$ cat config.mk
export PLATFORM = sky130hd
export DESIGN_NAME = uart_rx_param
export DESIGN_NICKNAME = d
export VERILOG_FILES = /design/src/rtl/uart_rx_param.sv
export SDC_FILE = /design/constraint.sdc
export NUM_CORES = 1
export LEC_CHECK = 0
export CAP_MARGIN = 0
export CORE_MARGIN = 2
export CORE_UTILIZATION = 25
export DETAILED_ROUTE_END_ITERATION = 8
export GPL_ROUTABILITY_DRIVEN = 0
export GPL_TIMING_DRIVEN = 0
export HOLD_SLACK_MARGIN = 0.08
export PLACE_DENSITY = 0.51
export SLEW_MARGIN = 20
export SYNTH_ARGS = -nofsm -noshare
export SYNTH_HDL_FRONTEND = slang
export SYNTH_SLANG_ARGS = --single-unit
$ cat constraint.sdc
create_clock -name clk -period 2.6 [get_ports clk]
set_clock_uncertainty 0.05 [all_clocks]
set_input_delay 0.78 -clock clk [delete_from_list [all_inputs] [get_ports clk]]
set_output_delay 0.78 -clock clk [all_outputs]
set_load 0.005 [all_outputs]
$ cat src/rtl/uart_rx_param.sv
// Parametrised UART receiver.
// Features: an input synchroniser, rejection of glitches on the start bit,
// configurable data width, parity and stop-bit count, and reporting of
// parity, framing and break conditions.
// A new frame's payload and error flags are presented together with a
// one-cycle complete pulse, and they hold until the next frame finishes.
module uart_rx_param #(
  parameter int CLOCK_SPEED = 12000000,
  parameter int BAUD_RATE   = 115200,
  parameter int DATA_BITS   = 8,
  parameter int PARITY      = 0,
  parameter int STOP_BITS   = 1,
  parameter int SYNC_STAGES = 2
) (
  input  logic                 clk,
  input  logic                 rst_n,
  input  logic                 uart_rx,
  output logic [DATA_BITS-1:0] dataOut,
  output logic                 complete,
  output logic                 parityError,
  output logic                 frameError,
  output logic                 breakDetect
);

  localparam int CLOCK_DELAY = CLOCK_SPEED / BAUD_RATE;
  localparam int HALF        = CLOCK_DELAY / 2;
  localparam int CW          = $clog2(CLOCK_DELAY + 1);
  localparam int BW          = $clog2(DATA_BITS + 1);

  localparam logic [CW-1:0] CNT_LAST  = CW'(CLOCK_DELAY - 1);
  localparam logic [CW-1:0] CNT_HALF  = CW'(HALF - 1);
  localparam logic [BW-1:0] DATA_LAST = BW'(DATA_BITS - 1);
  localparam logic [BW-1:0] STOP_LAST = BW'(STOP_BITS - 1);

  typedef enum logic [2:0] {
    S_IDLE      = 3'd0,
    S_START     = 3'd1,
    S_DATA      = 3'd2,
    S_PARITY    = 3'd3,
    S_STOP      = 3'd4,
    S_WAIT_HIGH = 3'd5
  } state_t;

  // Returns 1 when the received parity bit disagrees with the configured mode.
  function automatic logic parity_error(input logic [DATA_BITS-1:0] d, input logic p);
    logic x;
    x = (^d) ^ p;
    parity_error = (PARITY == 32'sd2) ? x : ((PARITY == 32'sd1) ? ~x : 1'b0);
  endfunction

  logic [SYNC_STAGES-1:0] sync_r;
  logic                   rxs_s;

  state_t                 state_r, state_s;
  logic [CW-1:0]          cnt_r, cnt_s;
  logic [BW-1:0]          bit_r, bit_s;
  logic [DATA_BITS-1:0]   shift_r, shift_s;
  logic                   par_bit_r, par_bit_s;
  logic                   ferr_r, ferr_s;
  logic                   first_stop_r, first_stop_s;
  logic [DATA_BITS-1:0]   data_r, data_s;
  logic                   complete_r, complete_s;
  logic                   perr_r, perr_s;
  logic                   fout_r, fout_s;
  logic                   brk_r, brk_s;
  logic                   ferr_now_s;

  // Metastability synchroniser on the raw serial line; idles high.
  always_ff @(posedge clk or negedge rst_n) begin
    if (!rst_n) begin
      sync_r <= {SYNC_STAGES{1'b1}};
    end else begin
      sync_r <= {sync_r[SYNC_STAGES-2:0], uart_rx};
    end
  end

  assign rxs_s = sync_r[SYNC_STAGES-1];

  // State register together with the frame datapath and the output registers.
  always_ff @(posedge clk or negedge rst_n) begin
    if (!rst_n) begin
      state_r      <= S_IDLE;
      cnt_r        <= {CW{1'b0}};
      bit_r        <= {BW{1'b0}};
      shift_r      <= {DATA_BITS{1'b0}};
      par_bit_r    <= 1'b0;
      ferr_r       <= 1'b0;
      first_stop_r <= 1'b0;
      data_r       <= {DATA_BITS{1'b0}};
      complete_r   <= 1'b0;
      perr_r       <= 1'b0;
      fout_r       <= 1'b0;
      brk_r        <= 1'b0;
    end else begin
      state_r      <= state_s;
      cnt_r        <= cnt_s;
      bit_r        <= bit_s;
      shift_r      <= shift_s;
      par_bit_r    <= par_bit_s;
      ferr_r       <= ferr_s;
      first_stop_r <= first_stop_s;
      data_r       <= data_s;
      complete_r   <= complete_s;
      perr_r       <= perr_s;
      fout_r       <= fout_s;
      brk_r        <= brk_s;
    end
  end

  // Next-state logic: bit timing, sampling, and assembling the frame result.
  always_comb begin
    state_s      = state_r;
    cnt_s        = cnt_r;
    bit_s        = bit_r;
    shift_s      = shift_r;
    par_bit_s    = par_bit_r;
    ferr_s       = ferr_r;
    first_stop_s = first_stop_r;
    data_s       = data_r;
    complete_s   = 1'b0;
    perr_s       = perr_r;
    fout_s       = fout_r;
    brk_s        = brk_r;
    ferr_now_s   = ferr_r | ~rxs_s;

    case (state_r)
      S_IDLE: begin
        cnt_s = {CW{1'b0}};
        bit_s = {BW{1'b0}};
        if (!rxs_s) begin
          state_s = S_START;
        end else begin
          state_s = S_IDLE;
        end
      end

      S_START: begin
        if (rxs_s) begin
          // The line went high before mid-start: treat it as a glitch.
          state_s = S_IDLE;
          cnt_s   = {CW{1'b0}};
        end else if (cnt_r == CNT_HALF) begin
          state_s   = S_DATA;
          cnt_s     = {CW{1'b0}};
          bit_s     = {BW{1'b0}};
          ferr_s    = 1'b0;
          par_bit_s = 1'b0;
        end else begin
          cnt_s = cnt_r + CW'(1'b1);
        end
      end

      S_DATA: begin
        if (cnt_r == CNT_LAST) begin
          cnt_s   = {CW{1'b0}};
          // Shift in from the top so that the first bit received lands at bit 0.
          shift_s = {rxs_s, shift_r[DATA_BITS-1:1]};
          if (bit_r == DATA_LAST) begin
            bit_s = {BW{1'b0}};
            if (PARITY != 32'sd0) begin
              state_s = S_PARITY;
            end else begin
              state_s = S_STOP;
            end
          end else begin
            bit_s = bit_r + BW'(1'b1);
          end
        end else begin
          cnt_s = cnt_r + CW'(1'b1);
        end
      end

      S_PARITY: begin
        if (cnt_r == CNT_LAST) begin
          cnt_s     = {CW{1'b0}};
          par_bit_s = rxs_s;
          state_s   = S_STOP;
        end else begin
          cnt_s = cnt_r + CW'(1'b1);
        end
      end

      S_STOP: begin
        if (cnt_r == CNT_LAST) begin
          cnt_s  = {CW{1'b0}};
          ferr_s = ferr_now_s;
          if (bit_r == {BW{1'b0}}) begin
            first_stop_s = rxs_s;
          end else begin
            first_stop_s = first_stop_r;
          end
          if (bit_r == STOP_LAST) begin
            bit_s      = {BW{1'b0}};
            complete_s = 1'b1;
            data_s     = shift_r;
            perr_s     = parity_error(shift_r, par_bit_r);
            fout_s     = ferr_now_s;
            brk_s      = (shift_r == {DATA_BITS{1'b0}}) &&
                         ((PARITY == 32'sd0) || !par_bit_r) &&
                         ((bit_r == {BW{1'b0}}) ? !rxs_s : !first_stop_r);
            // A low stop bit must not be mistaken for the next start bit.
            if (ferr_now_s) begin
              state_s = S_WAIT_HIGH;
            end else begin
              state_s = S_IDLE;
            end
          end else begin
            bit_s = bit_r + BW'(1'b1);
          end
        end else begin
          cnt_s = cnt_r + CW'(1'b1);
        end
      end

      S_WAIT_HIGH: begin
        cnt_s = {CW{1'b0}};
        if (rxs_s) begin
          state_s = S_IDLE;
        end else begin
          state_s = S_WAIT_HIGH;
        end
      end

      default: begin
        state_s = S_IDLE;
        cnt_s   = {CW{1'b0}};
        bit_s   = {BW{1'b0}};
      end
    endcase
  end

  assign dataOut     = data_r;
  assign complete    = complete_r;
  assign parityError = perr_r;
  assign frameError  = fout_r;
  assign breakDetect = brk_r;

endmodule

==> run summary <==
==================================================================================================
Start-to-end type of the worst setup path ........................................... flip-flop to flip-flop
Rows ................................................................................           30
Floorplan die width .................................................................     87.29 um
Mapped Nets .........................................................................          158
Number of register bits inferred by synthesis .......................................           36
Count of final hold-check violations ................................................            0
Main combinational cell family by area after synthesis .............................. simple AND/OR/NAND/NOR gates
Clock transition time at the flip-flop clock pins of the worst setup and hold paths .      0.07 ns
Cell chain of the critical path ..................................................... ha_1 > nand2_1 > or2_1 > buf_6 > or3_4 > buf_6 > mux2_4
Warnings, synthesis .................................................................            0
Number of inserted diodes ...........................................................            0
Cts bufs inserted ...................................................................            5
Area fraction in compound gates after synthesis .....................................       0.1046
Maximum number of pins on one net before global-route repair ........................           23
Wire per inst .......................................................................     12.41 um
First-pass GRT wire length ..........................................................     5.685 mm
Proportion of synthesized area in mux cells .........................................       0.1270
Cell leakage power ..................................................................    0.9565 nW
Maxcap violations ...................................................................            0
Post-synthesis share of cell area spent on and, or, nand and nor gates ..............       0.1566
Worst-skew pair later-pin latency ...................................................      0.28 ns
Register area .......................................................................   903.4 um^2
Via count of the first global-routing pass ..........................................        1,169
Unique cell type count in the Yosys netlist .........................................           47
Endpoint type of the worst setup path ...............................................    flip-flop
Cell types occupying the most area after synthesis .................................. dfrtp_1 (49%), mux2_4 (6.9%), mux2_2 (5.2%)
Worst Path Required .................................................................      2.72 ns
Largest stage delay, worst path .....................................................      0.38 ns
Avg Inst Size Synth .................................................................   11.41 um^2
Number of buffers inserted for hold repair after clock tree synthesis ...............            0
Post-synthesis instance total .......................................................          152
Number of clock sinks ...............................................................           36
Vias per cell .......................................................................        4.543
Non-filler cells, final .............................................................          254
Launch point of the worst hold path .................................................    sync_r[0]
Data arrival time at the worst-slack endpoint .......................................      2.22 ns
Most prevalent standard cell on the critical path ...................................        buf_6
CTS tree ............................................................................         done
Total count of max-transition violations in the final report ........................            0
Total Power Consumption .............................................................   0.001113 W
Routed via count ....................................................................        1,154
Buffer cell driving the clock tree root .............................................     clkbuf_8
Die Footprint ....................................................................... 0.007619 mm^2
Part of the Yosys area used for sequential elements .................................       0.5209
Final worst-path cycle share ........................................................       0.8088
Antenna violations before repair ....................................................            0
Worst-case clock buffer depth .......................................................            2
Proportion of synthesized flip-flops having asynchronous set or reset ...............        1.000
EDFF count, synth ...................................................................            0
Setup crit start ....................................................................     cnt_r[0]
Initial core utilization ............................................................       0.2567
Remaining antenna violation count after routing .....................................            0
Post-CTS Repair Setup Buffers .......................................................            0
Cell type with the largest total area after synthesis ...............................      dfrtp_1
Post-route design area .............................................................. 0.002095 mm^2
CP max-delay cell ...................................................................      dfrtp_1
Critical path peak fanout ...........................................................            8
Adder and majority gate portion of the synthesized area .............................      0.02165
Result of the run ................................................................... finished, final reports clean
H-tree lvl count ....................................................................            2
Crit path time final ................................................................     2.103 ns
Post-synthesis share of cell area spent on xor and xnor gates .......................      0.02525
Drt first pass iters ................................................................            4
Detailed router's first-iteration violation count ...................................           56
RR Startpoint .......................................................................     cnt_r[0]
DP HPWL .............................................................................     2.286 mm
CP startpoint kind ..................................................................    flip-flop
Filler cell count in the final layout ...............................................          707
DRC violation count after routing ...................................................            0
Synthesized cell area ............................................................... 0.001734 mm^2
IO buf count ........................................................................           13
Post-Route Setup TNS ................................................................         0 ns
Post-placement cell area ............................................................ 0.001987 mm^2
Placeable core area ................................................................. 0.006756 mm^2
Total of endpoints with negative setup slack in the final report ....................            0
Most common flop cell mapped by yosys ...............................................      dfrtp_1
Cell count after placement ..........................................................          246
Commonest cells after routing, fill and taps aside .................................. dfrtp_1 (34), nand2_1 (12), nor2_1 (12), clkdlybuf4s50_1 (12)
Overall routing resource usage ......................................................      0.09551
Area fraction of the dominant cell type after synthesis .............................       0.4906
Total of cells resized after clock tree synthesis ...................................            0
Wire length reported by the detailed router .........................................     3.152 mm
IR Drop Worst-Case VDD ..............................................................  0.0002141 V
Share of cells above drive strength 1 ...............................................       0.2299
Overflow after GRT ..................................................................            0
Max Clk Rate ........................................................................    475.5 MHz
Leading cell type in the layout, fill and taps excluded .............................      dfrtp_1
Layout overhead on the synthesized area .............................................       20.78%
Height of the chip ..................................................................     87.29 um
Pwr Density ......................................................................... 531.6 mW/mm^2
Number of top-level design ports ....................................................           15
Layout net count ....................................................................          179
Combined area of the multi-input logic cells ........................................   758.2 um^2
Setup repair after global routing missed its margin .................................        false
Classification of the worst-slack hold path ......................................... flip-flop to flip-flop
==================================================================================================
[cell usage after synthesis (2+ instances only)]
| cell | number |
|---|---|
| a21oi_1 | 4 |
| buf_6 | 2 |
| clkbuf_1 | 3 |
| dfrtp_1 | 34 |
| dfstp_2 | 2 |
| ha_1 | 3 |
| inv_1 | 7 |
| mux2_2 | 8 |
| mux2_4 | 8 |
| nand2_1 | 12 |
| nand2b_1 | 2 |
| nand3_1 | 7 |
| nor2_1 | 12 |
| nor2b_1 | 2 |
| nor3_1 | 2 |
| o21ai_0 | 4 |
| o22a_1 | 2 |
| o32ai_1 | 2 |
| or2_2 | 3 |
| or3_1 | 2 |
| or3b_2 | 2 |
| xnor2_1 | 3 |
| xor2_1 | 2 |
[logic make-up (layout without fill, tap and decap cells)]
logic type,count (synthesis),after routing
multiplexers,17,17
other,1,1
AO/OA/AOI/OAI,25,25
AND/OR/NAND/NOR,51,51
XOR/XNOR,5,5
adder cells (fa/ha/maj),3,3
buffers and inverters,14,36
flip-flops,36,36
[per-stage QoR]
stage / utilization / worst slack [ns] / hold WS [ns]
final: 0.3100 / 0.4971 / 0.3078
after global placement: 0.2907 / -0.1869 / 0.2970
after global routing: 0.3100 / 0.2819 / 0.3169
after detailed placement: 0.2941 / 0.5165 / 0.2972
after CTS: 0.3100 / 0.4806 / 0.3080
after floorplan: - / 0.6303 / 0.2952
[critical path, delay by kind of cell (launching register included)]
family	cells	cell delay, ns
buf+inv	2	0.29
fa+ha+maj	1	0.23
mux	1	0.30
flops	1	0.38
simple gates	3	0.74
[cell type report]
| cell class | count | area share |
|---|---|---|
| sequential | 36 | 0.4313 |
| multi-input combinational | 102 | 0.3620 |
| timing repair buffer | 14 | 0.07288 |
| tap | 80 | 0.04779 |
| clock buffer | 6 | 0.03465 |
| buffer | 7 | 0.02210 |
| clock inverter | 2 | 0.01673 |
| inverter | 7 | 0.01254 |
[metal layers]
metal | part of all wire | track usage | routed length (um)
met1 | 0.52 | 0.1365 | 1649
met2 | 0.43 | 0.1357 | 1364
met3 | 0.034 | 0.02938 | 107
met4 | 0.0095 | 0.03357 | 30
met5 | 0 | 0 | 0
[report_power, final]
group	internal, W	switching (W)
logic	0.0000243	0.0000351
clock network	0.000284	0.000194
registers	0.000567	0.00000836
[state kept, by name, summed over array words and instances (netlist names), 2 cells and up]
name	cells
bit_r	4
cnt_r	7
dataOut	8
shift_r	8
state_r	3
sync_r	2
[worst paths after layout]
kind | cells after the start | slack [ns] | end
setup / recovery | 7 | 0.50 | shift_r[6]
hold / removal | 0 | 0.31 | sync_r[1]
setup reg to reg | 7 | 0.50 | shift_r[6]
hold reg to reg | 0 | 0.31 | sync_r[1]
max in group asynchronous | 2 | 1.71 | shift_r[7]
min in group asynchronous | 1 | 0.36 | bit_r[0]
Note: power is estimated with default switching activity, not from simulation.
==> edit, RTL diff (same settings) <==
The parameter `DATA_BITS` goes from 8 to 16.
--- a/src/rtl/uart_rx_param.sv
+++ b/src/rtl/uart_rx_param.sv
@@ -9,3 +9,3 @@
   parameter int BAUD_RATE   = 115200,
-  parameter int DATA_BITS   = 8,
+  parameter int DATA_BITS   = 16,
   parameter int PARITY      = 0,
Interface: changed (resized dataOut); port bits go from 15 to 23. No check against the original RTL was run, so the function may have changed too.
==> edit against the unedited design <==
- setup slack better by 0.077 ns
- wire length rose by 47%
- total power is 54% higher
- sequential cell count grew 17
- count of clock-buffer cells in the layout did not move
- final cell count up 41%
- sequential power up 58%
- cell area up 44%
- synthesized area increased by 48%
- largest cell class unchanged
- largest power group unchanged
==> edit: results (changes against the unedited design) <==
Status
  – Outcome: complete, no violations

Global route
  – Vias in the first global route: 1607 (+37%)
  – Total GRT Usage: 9.05% (-0.50 points)
  – First-pass GRT wire length: 8080 um (+42%)
  – Largest net degree at the start of global routing: 54 (+130%)

Worst setup path
  – Crit path launch: bit_r[0]
  – R2R setup slack: 0.57 ns (+0.08 ns)
  – Slowest stage cell, crit path: o32ai_2
  – Crit path DAT: 2.17 ns (-0.05 ns)
  – Largest stage delay on the critical path: 0.48 ns (+0.10 ns)
  – Crit path max fanout: 6 (-2)

Logic synthesis
  – Synth Net Count: 204 (+29%)
  – Synth top cells by count: dfrtp_1 (51), mux2_4 (15), mux2_2 (14), nor2_1 (11), inv_1 (8)
  – Dominant cells by area after synthesis: dfrtp_1 (50%), mux2_4 (8.8%), mux2_2 (6.2%), ha_1 (2.4%), mux2_1 (2.2%)
  – Seq/Total Area, Yosys: 51.9% (-0.16 points)
  – Unique masters post-synth: 57 (+21%)

Placed design
  – Port buffer count: 21 (+8)
  – Post-DP HPWL: 3190 um (+40%)
  – Pre-CTS WS: 0.597 ns (+0.0809 ns)

Power
  – Lkg Pwr: 0.00146 uW (+52%)
  – Worst VDD drop: 0.000214 V (about the same)
  – Internal power: 1200 uW (+37%)

Clock tree
  – Clk root buf: clkbuf_8
  – Clk_lat worst skew: 0.30 ns (+0.02 ns)
  – Post-CTS setup buffers: 0 (unchanged)
  – Clk slew on worst S/H paths: 0.09 ns (+0.02 ns)

Route
  – Routed WL per cell: 12.9 um (+4.2%)
  – Vias: 1554 (+35%)
  – First-pass DRT Iterations: 4 (unchanged)
  – Iter 0 DRT Violations: 70 (+25%)

Hold path
  – HP Class: reg2reg

Layout
  – Final nets: 232 (+30%)
  – Share of cells above drive strength 1: 26.7% (+3.7 points)

Timing
  – Final hold slack: 0.310 ns (+0.00241 ns)
  – Period minus WS final: 2.03 ns (-0.0771 ns)
edit: area by class of cell:
class                   count  area [um^2]
plain buffers               9         63.8
clock buffers               6         72.6
clock inverters             2         15.0
fillers                  1017         6840
inverters                   8         30.0
multi-input cells         126         1140
flip-flops and latches     53         1330
well taps                 133          166
repair buffers             21          208
edit: metal layers:
layer / wire length (um) / GRT usage (%)
met1: 2480 / 13.0
met2: 1950 / 13.5
met3: 121 / 1.75
met4: 76 / 3.43
met5: 0 / 0
edit: through the flow:
stage	cells	total power [uW]	cell area [um^2]	TNS, ns
after floorplan	196	1180	2560	0
after global placement	350	1260	2940	-51.78
after detailed placement	350	1270	2930	0
after CTS	358	1740	3020	0
after global routing	358	1820	3020	0
final	358	1720	3020	0
edit: worst paths after layout:
kind	endpoint	cells past startpoint
max	state_r[2]	7
min	sync_r[1]	0
max in group asynchronous	state_r[1]	1
max reg2reg	state_r[2]	7
min in group asynchronous	dataOut[11]	1
min reg2reg	sync_r[1]	0
edit: cells by family (layout without fill, tap and decap cells):
group | after synthesis | count (layout) | synth area share (%)
DFF | 53 | 53 | 51.9
and+or+nand+nor | 52 | 52 | 14.6
adders and majority gates | 5 | 5 | 2.44
other | 1 | 1 | 0.147
muxes | 34 | 34 | 17.2
AOI/OAI and AO/OA | 29 | 29 | 8.36
buffers and inverters | 17 | 46 | 3.67
xor gates and xnor gates | 5 | 5 | 1.71
edit: critical path: cells and delay by family (launching register included):
family,cells,cell delay (ns)
flops,1,0.41
simple gates,2,0.19
buf+inv,1,0.06
fa+ha+maj,2,0.45
compound gates,2,0.76
edit: power by group through the flow:
stage / Sequential (uW) / Combinational (uW) / Clock (uW)
floorplan: 917 / 262 / 0
global placement: 927 / 337 / 0
detailed placement: 929 / 338 / 0
CTS: 913 / 341 / 486
global route: 920 / 381 / 521
finish: 912 / 337 / 466
